===== src/rtl/intc_ctrl.sv =====
// Six-source interrupt controller: per-source mask and edge/level mode,
// lowest-index-wins selection, and a request/ack/EOI handshake with the CPU.
module intc_ctrl #(
  parameter int unsigned      NSRC     = 6,
  parameter logic [NSRC-1:0]  MASK_RST = '0,
  parameter logic [NSRC-1:0]  MODE_RST = '0
) (
  input  logic            clk,
  input  logic            reset,
  input  logic            we,
  input  logic [2:0]      addr,
  input  logic [31:0]     wd,
  output logic [31:0]     rd,
  input  logic [NSRC-1:0] src,
  input  logic            ack,
  output logic            irq
);

  typedef enum logic [1:0] {
    IDLE    = 2'd0,
    REQ     = 2'd1,
    SERVICE = 2'd2
  } state_t;

  state_t          state, stateNext;
  logic [2:0]      id, idNext;
  logic [NSRC-1:0] maskReg, modeReg, edgePend, srcQ;
  logic [NSRC-1:0] pend, eligible, idOh, edgeSet, edgeClr, edgeNext, modeNext;
  logic [2:0]      topId;
  logic            found, eligId;
  logic            wrMask, wrPend, wrMode, wrEoi;
  logic            unusedWdBits;

  // Only the low NSRC bits of a write carry register content.
  assign unusedWdBits = ^wd[31:NSRC];

  assign wrMask = we && (addr == 3'd0);
  assign wrPend = we && (addr == 3'd1);
  assign wrMode = we && (addr == 3'd2);
  assign wrEoi  = we && (addr == 3'd4);

  assign pend     = (modeReg & edgePend) | (~modeReg & src);
  assign eligible = pend & maskReg;
  assign modeNext = wrMode ? wd[NSRC-1:0] : modeReg;
  assign edgeSet  = modeReg & src & ~srcQ;
  assign edgeClr  = (wrPend ? wd[NSRC-1:0] : '0) |
                    ((state == REQ && ack) ? idOh : '0);
  // Set beats clear; a source switched to level drops its stored edge bit.
  assign edgeNext = ((edgePend & ~edgeClr) | edgeSet) & modeNext;

  always_comb begin
    idOh   = '0;
    topId  = '0;
    found  = 1'b0;
    for (int unsigned i = 0; i < NSRC; i++) begin
      idOh[i] = (id == 3'(i));
      if (eligible[i] && !found) begin
        topId = 3'(i);
        found = 1'b1;
      end
    end
    eligId = |(eligible & idOh);
  end

  always_comb begin
    stateNext = state;
    idNext    = id;
    case (state)
      IDLE: begin
        if (found) begin
          stateNext = REQ;
          idNext    = topId;
        end
      end
      REQ: begin
        if (ack)          stateNext = SERVICE;
        else if (!eligId) stateNext = IDLE;
      end
      SERVICE: begin
        if (wrEoi) stateNext = IDLE;
      end
      default: stateNext = IDLE;
    endcase
  end

  always_ff @(posedge clk or negedge reset) begin
    if (!reset) begin
      state    <= IDLE;
      id       <= '0;
      irq      <= 1'b0;
      maskReg  <= MASK_RST;
      modeReg  <= MODE_RST;
      edgePend <= '0;
      srcQ     <= '0;
    end else begin
      state    <= stateNext;
      id       <= idNext;
      irq      <= (stateNext == REQ);
      if (wrMask) maskReg <= wd[NSRC-1:0];
      modeReg  <= modeNext;
      edgePend <= edgeNext;
      srcQ     <= src;
    end
  end

  always_comb begin
    rd = '0;
    case (addr)
      3'd0:    rd = {{(32-NSRC){1'b0}}, maskReg};
      3'd1:    rd = {{(32-NSRC){1'b0}}, pend};
      3'd2:    rd = {{(32-NSRC){1'b0}}, modeReg};
      3'd3:    rd = {26'b0, state, 1'b0, id};
      default: rd = '0;
    endcase
  end

endmodule


===== config.mk =====
export PLATFORM = sky130hd
export DESIGN_NAME = intc_ctrl
export DESIGN_NICKNAME = d
export VERILOG_FILES = /design/src/rtl/intc_ctrl.sv
export SDC_FILE = /design/constraint.sdc
export NUM_CORES = 1
export LEC_CHECK = 0
export BUFFER_PORTS_ARGS = -buffer_cell sky130_fd_sc_hd__buf_4
export CORE_MARGIN = 2
export CORE_UTILIZATION = 35
export DETAILED_ROUTE_END_ITERATION = 12
export GPL_ROUTABILITY_DRIVEN = 0
export SYNTH_ARGS = -nofsm -noshare
export SYNTH_HDL_FRONTEND = slang
export SYNTH_SLANG_ARGS = --single-unit

===== constraint.sdc =====
create_clock -name clk -period 2.7 [get_ports clk]
set_input_delay 0.27 -clock clk [delete_from_list [all_inputs] [get_ports clk]]
set_output_delay 0.27 -clock clk [all_outputs]
set_load 0.01 [all_outputs]

==> results of run 1 <==
-- placed cells by master, fill, tap and decap left out, types with 4 or more instances in the layout --
cell type  Yosys  routed
o211ai_1       4       4
a211oi_1       5       5
a21boi_2       6       6
mux2_2         7       7
nand3b_1       9       9
nor2_1        13      13
nand2_1       17      17
conb_1         1      26
dfrtp_1       30      30
mux2i_1        9       9
clkbuf_8       0       6
o21ai_0        9       9
inv_1          9       9
buf_4         26      26
a21oi_1        4       4
-- routing by layer --
metal,track usage (%),vias to the layer above,routed length (um)
li1,-,679,-
met1,21.1,686,1940
met2,20.3,54,1780
met3,5.29,5,299
met4,3.27,0,41
met5,0,-,0
-- worst max-delay path, delay by kind of cell (launching register included) --
family	cells	cell delay [ps]
simple gates	1	140
flops	1	420
buf+inv	1	140
mux	2	850
-- flip-flops by register name (all words and copies together), names as in the netlist --
name	cells
irq	1
edgePend	6
srcQ	6
id	3
modeReg	6
state	2
maskReg	6
-- cells by family after synthesis --
group,share of synthesized area (%)
AND/OR/NAND/NOR,16.5
AO/OA/AOI/OAI,17.0
buffers and inverters,14.4
flip-flops,40.4
multiplexers,11.5
other,0.202
-- path summary, 6_finish.rpt --
| path | startpoint | slack [ps] | end |
|---|---|---|---|
| worst max-delay path | modeReg[1]$_DFF_PN0_ | 600 | rd[1] |
| worst min-delay path | src[0] | 110 | srcQ[0]$_DFF_PN0_ |
| worst max register to register | modeReg[2]$_DFF_PN0_ | 960 | irq$_DFF_PN0_ |
| worst min register to register | srcQ[0]$_DFF_PN0_ | 510 | edgePend[0]$_DFF_PN0_ |
| max in group asynchronous | reset | 1940 | maskReg[5]$_DFFE_PN0P_ |
| min in group asynchronous | reset | 470 | maskReg[0]$_DFFE_PN0P_ |
-- cell type report --
cell class              instances  area, um^2  area share (%)
multi-input cells             142         935            44.4
well taps                      70        87.6            4.16
repair buffers                 27         205            9.74
flip-flops and latches         30         751            35.6
inverters                      10        37.5            1.78
clock inverters                 1        5.00           0.238
clock buffers                   7        86.3            4.10
-- metrics by stage --
stage	instance area, um^2	instances	worst slack [ps]	total power (uW)
after global placement	2010	278	866	1120
after global routing	2110	287	516	1580
final	2110	287	603	1490
after CTS	2110	287	586	1500
after floorplan	1950	214	1080	990
after detailed placement	2010	278	880	1120
-- where the power goes --
group	total, uW	internal (uW)	switching [uW]
clock network	368	205	162
logic	463	214	249
registers	658	544	114
total	1490	963	525
==> parameters.txt, run 1 <==
Parameter                              Value

Setup path
  Crit end category    output port
  Crit-path max FO    5
  Cells on worst reg2reg path    4
  Critical path's largest stage delay    470 ps
  Critical-path cell with the highest stage delay    mux4_2
  Cells along the critical path    mux2_2, mux4_2, nor2b_1, buf_4
  Category of the worst setup path launch point    flip-flop
  CP Class    flip-flop to output port
  Critical path required time    2430 ps
  Arrival time reported for the critical path endpoint    1830 ps

Hold path
  Tightest Hold Check Type    primary input to flip-flop
  Worst hold stages    1

Final layout
  Layout cells sized above 1    23.5%
  Diode count    0
  Number of filler instances in the final layout    523
  Synth-to-Final Area Change    13.3%
  NumNets Final    261
  Core Util, Final    41.3%

Clock network
  Clock sink total    30
  Clock insertion delay at the later pin of the skew report    280 ps
  Number of H-tree branching levels    2
  Number of buffers inserted during clock tree synthesis    5
  Post-CTS repair timing setup buffer count    0
  Gates resized, CTS repair    0
  Clock-pin slew on the worst setup and hold paths    70 ps
  Master cell of the clock root buffer    clkbuf_8
  Number of hold-repair buffers added at the cts stage    1
  Buffer levels on the longest clock path    2
  Clock tree from TritonCTS    done

Drt
  WL per Instance    14.1 um
  First-pass DRT Iterations    4
  Antenna-violating nets left    0
  Number of violations reported at the end of detailed-routing iteration 0    182
  DRC    0
  DR vias    1424
  Number of vias per cell after detailed routing    4.96
  Wire length reported by the detailed router    4.05 mm

STA
  Total count of max-transition violations in the final report    0
  Setup TNS    0 ps
  Post-Route Skew    7.19 ps
  Number of setup violations in the final report    0
  Share of the clock period used by the worst path after layout    77.7%
  Total count of hold-check failures in the final report    0
  Remaining max-slew budget at the tightest pin    59.2%
  Actual slew at the worst max-slew pin    610 ps
  Minimum hold slack    113 ps
  Setup repair after global routing missed its margin    no
  Post-layout minimum cycle time    2100 ps
  Achievable frequency    477 MHz

Yosys
  Synthesis Warnings    0
  List of most frequent post-synthesis cells    30 x dfrtp_1, 26 x buf_4, 17 x nand2_1
  Dominant cells by area after synthesis    dfrtp_1 40%, buf_4 10%, mux2i_1 4.8%, mux2_2 4.2%, nand3b_1 3.6%
  Summed instance area of the synthesized netlist    1860 um^2
  Number of distinct standard cells referenced by the synthesized netlist    40
  Top flip-flop cell by instance count after synthesis    dfrtp_1
  Register area share after synthesis    40.4%
  Number of storage elements in the synthesis netlist    30
  Fraction of registers with async set or reset after synthesis    100%
  Area share of the largest cell type after synthesis    40.4%
  Synth Instances    189
  Post-Syn Area per Cell    9.84 um^2
  Most numerous cell in the Yosys netlist    dfrtp_1
  Post-synth EDFFs    0
  Cell accounting for the most synthesized area    dfrtp_1

Outcome
  Status    complete, no violations

Floorplanning
  Area of the die    5910 um^2
  Row count    26
  Core region area    5110 um^2
  Starting utilization of the core area    36.4%
  Number of placed I/O pins    78
  Overall die width    76.9 um
  Chip height    76.9 um

Run
  MaxCap Viol Count    0

Power and ir drop
  Worst-case vdd ir drop    0.000267 V
  P per Cell Area    706 nW/um^2
  P_leak    0.000936 uW

Placed design
  Estimated wirelength of the detail-placed design    2.90 mm
  Port bufs    25

Global routing
  Largest net degree at the start of global routing    31
  Antenna violations before repair    0
  Global-route wire length before repair    6.72 mm
  Total grt overflow    0
  GR Util All Layers    14.4%
  Number of global-route vias before repair    1325
No activity file was read; power rests on OpenSTA's default activity.
==> run 2: changes to the inputs <==
==> constraint.sdc (replaced) <==
create_clock -name clk -period 1.8 [get_ports clk]
set_input_delay 0.18 -clock clk [delete_from_list [all_inputs] [get_ports clk]]
set_output_delay 0.18 -clock clk [all_outputs]
set_load 0.01 [all_outputs]
==> parameters.txt, run 2 (synthesis results as in run 1) <==
Parameter                              Value

Power and ir drop
  PnR Total Power    2360 uW (+59%)
  P per Cell Area    1060 nW/um^2 (+50%)
  P_leak    0.000997 uW (+6.4%)
  Worst-case vdd ir drop    0.000363 V (+36%)

Setup path
  Crit-path max FO    2 (-3)
  Category of the worst setup path launch point    flip-flop
  Arrival time reported for the critical path endpoint    1740 ps (-90 ps)
  Crit end category    output port
  Buf+Inv Stages, Crit Path    1 (unchanged)
  Delay-heaviest family, CP    multiplexers
  Critical path required time    1620 ps (-810 ps)
  Cells on worst reg2reg path    4 (unchanged)
  Critical-path cell with the highest stage delay    mux4_2
  Cells along the critical path    mux2_4, mux4_2, nor2b_4, buf_6
  Cell count along the critical path    4 (unchanged)
  CP Class    flip-flop to output port
  Critical path's largest stage delay    500 ps (+30 ps)

Global routing
  GR Util All Layers    15.1% (+0.68 points)
  Largest net degree at the start of global routing    31 (unchanged)
  Total grt overflow    0 (unchanged)
  Number of global-route vias before repair    1351 (+2.0%)
  Global-route wire length before repair    6.91 mm (+2.8%)
  Antenna violations before repair    0 (unchanged)

Floorplanning
  Number of placed I/O pins    78 (unchanged)
  Core region area    5110 um^2 (unchanged)
  Chip height    76.9 um (unchanged)
  Overall die width    76.9 um (unchanged)
  Row count    26 (unchanged)
  Starting utilization of the core area    36.4% (unchanged)
  Area of the die    5910 um^2 (unchanged)

Drt
  DR vias    1472 (+3.4%)
  Number of violations reported at the end of detailed-routing iteration 0    138 (-24%)
  WL per Instance    14.2 um (+0.78%)
  Number of vias per cell after detailed routing    4.94 (-0.44%)
  First-pass DRT Iterations    4 (unchanged)
  DRC    0 (unchanged)
  Antenna-violating nets left    0 (unchanged)
  Wire length reported by the detailed router    4.24 mm (+4.6%)

Placed design
  Estimated wirelength of the detail-placed design    3.08 mm (+6.3%)
  Port bufs    25 (unchanged)
  DP Area    2060 um^2 (+2.6%)
  Worst setup slack before clock tree synthesis    64.2 ps (-816 ps)

Final layout
  Most common cell after layout, fill and taps aside    buf_4
  Leading cell types in the layout, fill and taps excluded    36 x buf_4, 30 x dfrtp_1, 26 x conb_1, 17 x nand2_1, 13 x nor2_1
  Layout cells sized above 1    29.8% (+6.3 points)
  NumNets Final    272 (+4.2%)
  Area of all placed cells without fillers    2220 um^2 (+5.6%)
  Number of filler instances in the final layout    520 (-0.57%)
  Synth-to-Final Area Change    19.6%
  Diode count    0 (unchanged)

STA
  Number of setup violations in the final report    1 (+1)
  Final setup slack of the worst path    -123 ps (-726 ps)
  Post-layout minimum cycle time    1920 ps
  Post-Route Skew    5.74 ps (-1.46 ps)
  Setup repair after global routing missed its margin    yes
  Total count of hold-check failures in the final report    0 (unchanged)
  Achievable frequency    520 MHz
  Total count of max-transition violations in the final report    0 (unchanged)
  Share of the clock period used by the worst path after layout    107%
  Minimum hold slack    23.6 ps (-89.5 ps)

Clock network
  Buffer levels on the longest clock path    2 (unchanged)
  Clock insertion delay at the later pin of the skew report    280 ps (about the same)
  Master cell of the clock root buffer    clkbuf_8
  Clock tree from TritonCTS    done
  Number of buffers inserted during clock tree synthesis    5 (unchanged)
  Number of H-tree branching levels    2 (unchanged)
  Clock-pin slew on the worst setup and hold paths    60 ps (about the same)
  Clock sink total    30 (unchanged)

Hold path
  Worst hold stages    1 (unchanged)
  Tightest Hold Check Type    primary input to flip-flop

Outcome
  Violated checks    setup timing
  Status    finished with violations

Run
  MaxCap Viol Count    0 (unchanged)
run 2: per-stage QoR:
| step | setup TNS (ps) | cells | utilization [%] |
|---|---|---|---|
| 6_report | -123 | 298 | 43.6 |
| 2_1_floorplan | 0 | 214 | - |
| 3_5_place_dp | 0 | 285 | 40.3 |
| 3_3_place_gp | 0 | 285 | 40.3 |
| 4_1_cts | -141 | 296 | 42.7 |
| 5_1_grt | -335 | 298 | 43.6 |
run 2: cell type report:
class | instances | area (um^2) | share of cell area, %
multi-input combinational | 142 | 966 | 43.4
sequential | 30 | 751 | 33.7
timing repair buffer | 38 | 292 | 13.1
tap | 70 | 87.6 | 3.94
clock buffer | 7 | 86.3 | 3.88
inverter | 10 | 37.5 | 1.69
clock inverter | 1 | 5.00 | 0.225
run 2: final timing paths:
| check | end | slack (ps) | start |
|---|---|---|---|
| hold reg to reg | edgePend[0]$_DFF_PN0_ | 510 | srcQ[0]$_DFF_PN0_ |
| max in group asynchronous | maskReg[5]$_DFFE_PN0P_ | 1150 | reset |
| setup reg to reg | irq$_DFF_PN0_ | 200 | modeReg[3]$_DFF_PN0_ |
| setup / recovery | rd[1] | -120 | modeReg[1]$_DFF_PN0_ |
| min in group asynchronous | modeReg[3]$_DFF_PN0_ | 360 | reset |
| hold / removal | srcQ[4]$_DFF_PN0_ | 20 | src[4] |
run 2: repair_timing:
action	4_1_cts	5_1_grt
setup buffers	2	2
pin swaps	0	1
resized for setup	2	6
endpoints found under the setup margin	2	8
endpoints found under the hold margin	30	0
hold buffers	1	0
run 2: per-layer routing:
layer	part of all wire (%)	wire, um	GRT usage, %
met5	0	0	0
met4	1.2	51	6.36
met3	6.9	291	3.65
met2	45	1920	22.0
met1	47	1980	21.4
run 2: where the power goes:
group | internal [uW] | switching [uW]
Combinational | 405 | 438
Clock | 308 | 254
Sequential | 816 | 139
Total | 1530 | 832
==> run 3: changes to the inputs <==
--- a/config.mk
+++ b/config.mk
@@ -6,7 +6,6 @@
 export NUM_CORES = 1
 export LEC_CHECK = 0
 export BUFFER_PORTS_ARGS = -buffer_cell sky130_fd_sc_hd__buf_4
-export CORE_MARGIN = 2
 export CORE_UTILIZATION = 35
 export DETAILED_ROUTE_END_ITERATION = 12
 export GPL_ROUTABILITY_DRIVEN = 0
==> parameters.txt, run 3 (synthesis results as in run 1) <==
Parameter                              Value

Outcome
  Status    finished with violations
  Violated checks    setup timing

Clock network
  Buffer levels on the longest clock path    2 (unchanged)
  Clock sink total    30 (unchanged)
  Number of buffers inserted during clock tree synthesis    5 (unchanged)
  Clock-pin slew on the worst setup and hold paths    60 ps (about the same)
  Master cell of the clock root buffer    clkbuf_8
  Number of H-tree branching levels    2 (unchanged)
  Clock tree from TritonCTS    done
  Clock insertion delay at the later pin of the skew report    280 ps (about the same)

Setup path
  Delay-heaviest family, CP    multiplexers
  CP Class    flip-flop to output port
  Critical-path cell with the highest stage delay    mux4_2
  Crit end category    output port
  Buf+Inv Stages, Crit Path    1 (unchanged)
  Critical path's largest stage delay    490 ps (about the same)
  Cells along the critical path    mux2_4, mux4_2, nor2b_4, buf_6
  Category of the worst setup path launch point    flip-flop
  Arrival time reported for the critical path endpoint    1730 ps (about the same)
  Critical path required time    1620 ps (about the same)
  Crit-path max FO    2 (unchanged)

Drt
  DRC    0 (unchanged)
  Number of violations reported at the end of detailed-routing iteration 0    110 (-20%)
  Wire length reported by the detailed router    4.18 mm (-1.5%)
  DR vias    1449 (-1.6%)
  First-pass DRT Iterations    4 (unchanged)
  WL per Instance    14.1 um (-1.2%)
  Number of vias per cell after detailed routing    4.88 (-1.2%)
  Antenna-violating nets left    0 (unchanged)

Power and ir drop
  Worst-case vdd ir drop    0.000308 V (-15%)
  Switching share of total power    35.0% (-0.25 points)
  Sequential power share    41.8% (+1.3 points)
  PnR Total Power    2280 uW (-3.5%)
  Clock power frac    22.0% (-1.8 points)
  Internal Power    1480 uW (-3.1%)
  Psw    797 uW (-4.2%)
  P per Cell Area    1040 nW/um^2 (-2.1%)
  P_leak    0.000988 uW (-0.88%)
  Combinational group share of total power    36.2% (+0.5 points)

Final layout
  Most common cell after layout, fill and taps aside    buf_4
  Leading cell types in the layout, fill and taps excluded    36 x buf_4, 30 x dfrtp_1, 26 x conb_1, 17 x nand2_1, 13 x nor2_1
  NumNets Final    272 (unchanged)
  Synth-to-Final Area Change    18.0%
  Sequential cell area    751 um^2 (unchanged)
  Diode count    0 (unchanged)
  Number of filler instances in the final layout    511 (-1.7%)
  Layout cells sized above 1    27.3% (-2.5 points)
  Core Util, Final    42.9% (-0.61 points)
  Number of cells in the finished layout apart from fillers    297 (-0.34%)
  Area used by multi-input combinational logic    950 um^2 (-1.7%)

Global routing
  Number of global-route vias before repair    1363 (+0.89%)
  Largest net degree at the start of global routing    31 (unchanged)
  Global-route wire length before repair    6.92 mm (+0.20%)
  GR Util All Layers    17.1% (+2.0 points)
  Total grt overflow    0 (unchanged)
  Antenna violations before repair    0 (unchanged)

STA
  Post-Route Skew    8.24 ps (+2.50 ps)
  Total count of max-transition violations in the final report    0 (unchanged)
  Share of the clock period used by the worst path after layout    106% (-0.75 points)
  Post-layout minimum cycle time    1910 ps (-13.4 ps)
  Final setup slack of the worst path    -109 ps (+13.4 ps)
  Achievable frequency    524 MHz (+0.70%)
  Number of setup violations in the final report    3 (+2)
  Setup repair after global routing missed its margin    yes
  Total count of hold-check failures in the final report    0 (unchanged)

Floorplanning
  Row count    26 (unchanged)
  Core region area    5110 um^2 (unchanged)
  Overall die width    74.9 um (-2.6%)
  Number of placed I/O pins    78 (unchanged)
  Area of the die    5610 um^2 (-5.1%)
  Starting utilization of the core area    36.4% (unchanged)
  Chip height    74.9 um (-2.6%)

Placed design
  Port bufs    25 (unchanged)
  Estimated wirelength of the detail-placed design    3.05 mm (-1.3%)
  Worst setup slack before clock tree synthesis    118 ps (+53.7 ps)
  Cells after DPL    285 (unchanged)

Run
  MaxCap Viol Count    0 (unchanged)

Hold path
  Tightest Hold Check Type    primary input to flip-flop
==> run 3: area by class of cell <==
cell class              count  area share [%]
multi-input cells         142            43.3
flip-flops and latches     30            34.2
repair buffers             38            13.3
well taps                  70            3.99
clock buffers               7            3.48
inverters                  10            1.71
==> run 3: what timing repair did <==
action                     in CTS  in global routing
setup endpoints to repair       3                  5
gates resized for setup         2                  2
hold buffers                    1                  0
setup buffers                   3                  1
hold endpoints to repair       30                  0
==> run 3: path summary, 6_finish.rpt <==
check                                startpoint                      to  slack (ps)  depth (start not counted)
max                        modeReg[1]$_DFF_PN0_                   rd[1]        -110                          4
min                                      src[2]       srcQ[2]$_DFF_PN0_          20                          1
max reg2reg                modeReg[1]$_DFF_PN0_           irq$_DFF_PN0_         150                          5
min reg2reg                   srcQ[0]$_DFF_PN0_   edgePend[0]$_DFF_PN0_         510                          2
max in group asynchronous                 reset   edgePend[4]$_DFF_PN0_        1130                          2
min in group asynchronous                 reset  maskReg[1]$_DFFE_PN0P_         380                          2
==> run 3: per-layer routing <==
metal	vias to the layer above	wire, um	track usage, %
li1	696	-	-
met3	6	211	4.42
met1	701	2010	23.3
met5	-	0	0
met4	0	62	6.50
met2	46	1890	26.1
==> run 3: per-stage QoR <==
stage / cell area [um^2] / setup TNS, ps / hold slack [ps]
2_1_floorplan: 1950 / 0 / -116
3_3_place_gp: 2060 / 0 / 140
3_5_place_dp: 2060 / 0 / 140
4_1_cts: 2170 / -179 / 12.1
5_1_grt: 2190 / -401 / 11.3
6_report: 2190 / -159 / 19.5
==> run 3: power by group through the flow <==
stage                     Sequential, uW  Combinational (uW)  Clock (uW)
after global routing                 972                 928         540
after global placement               961                 774           0
final                                953                 824         502
after detailed placement             963                 779           0
after floorplan                      931                 553           0
after CTS                            953                 812         521
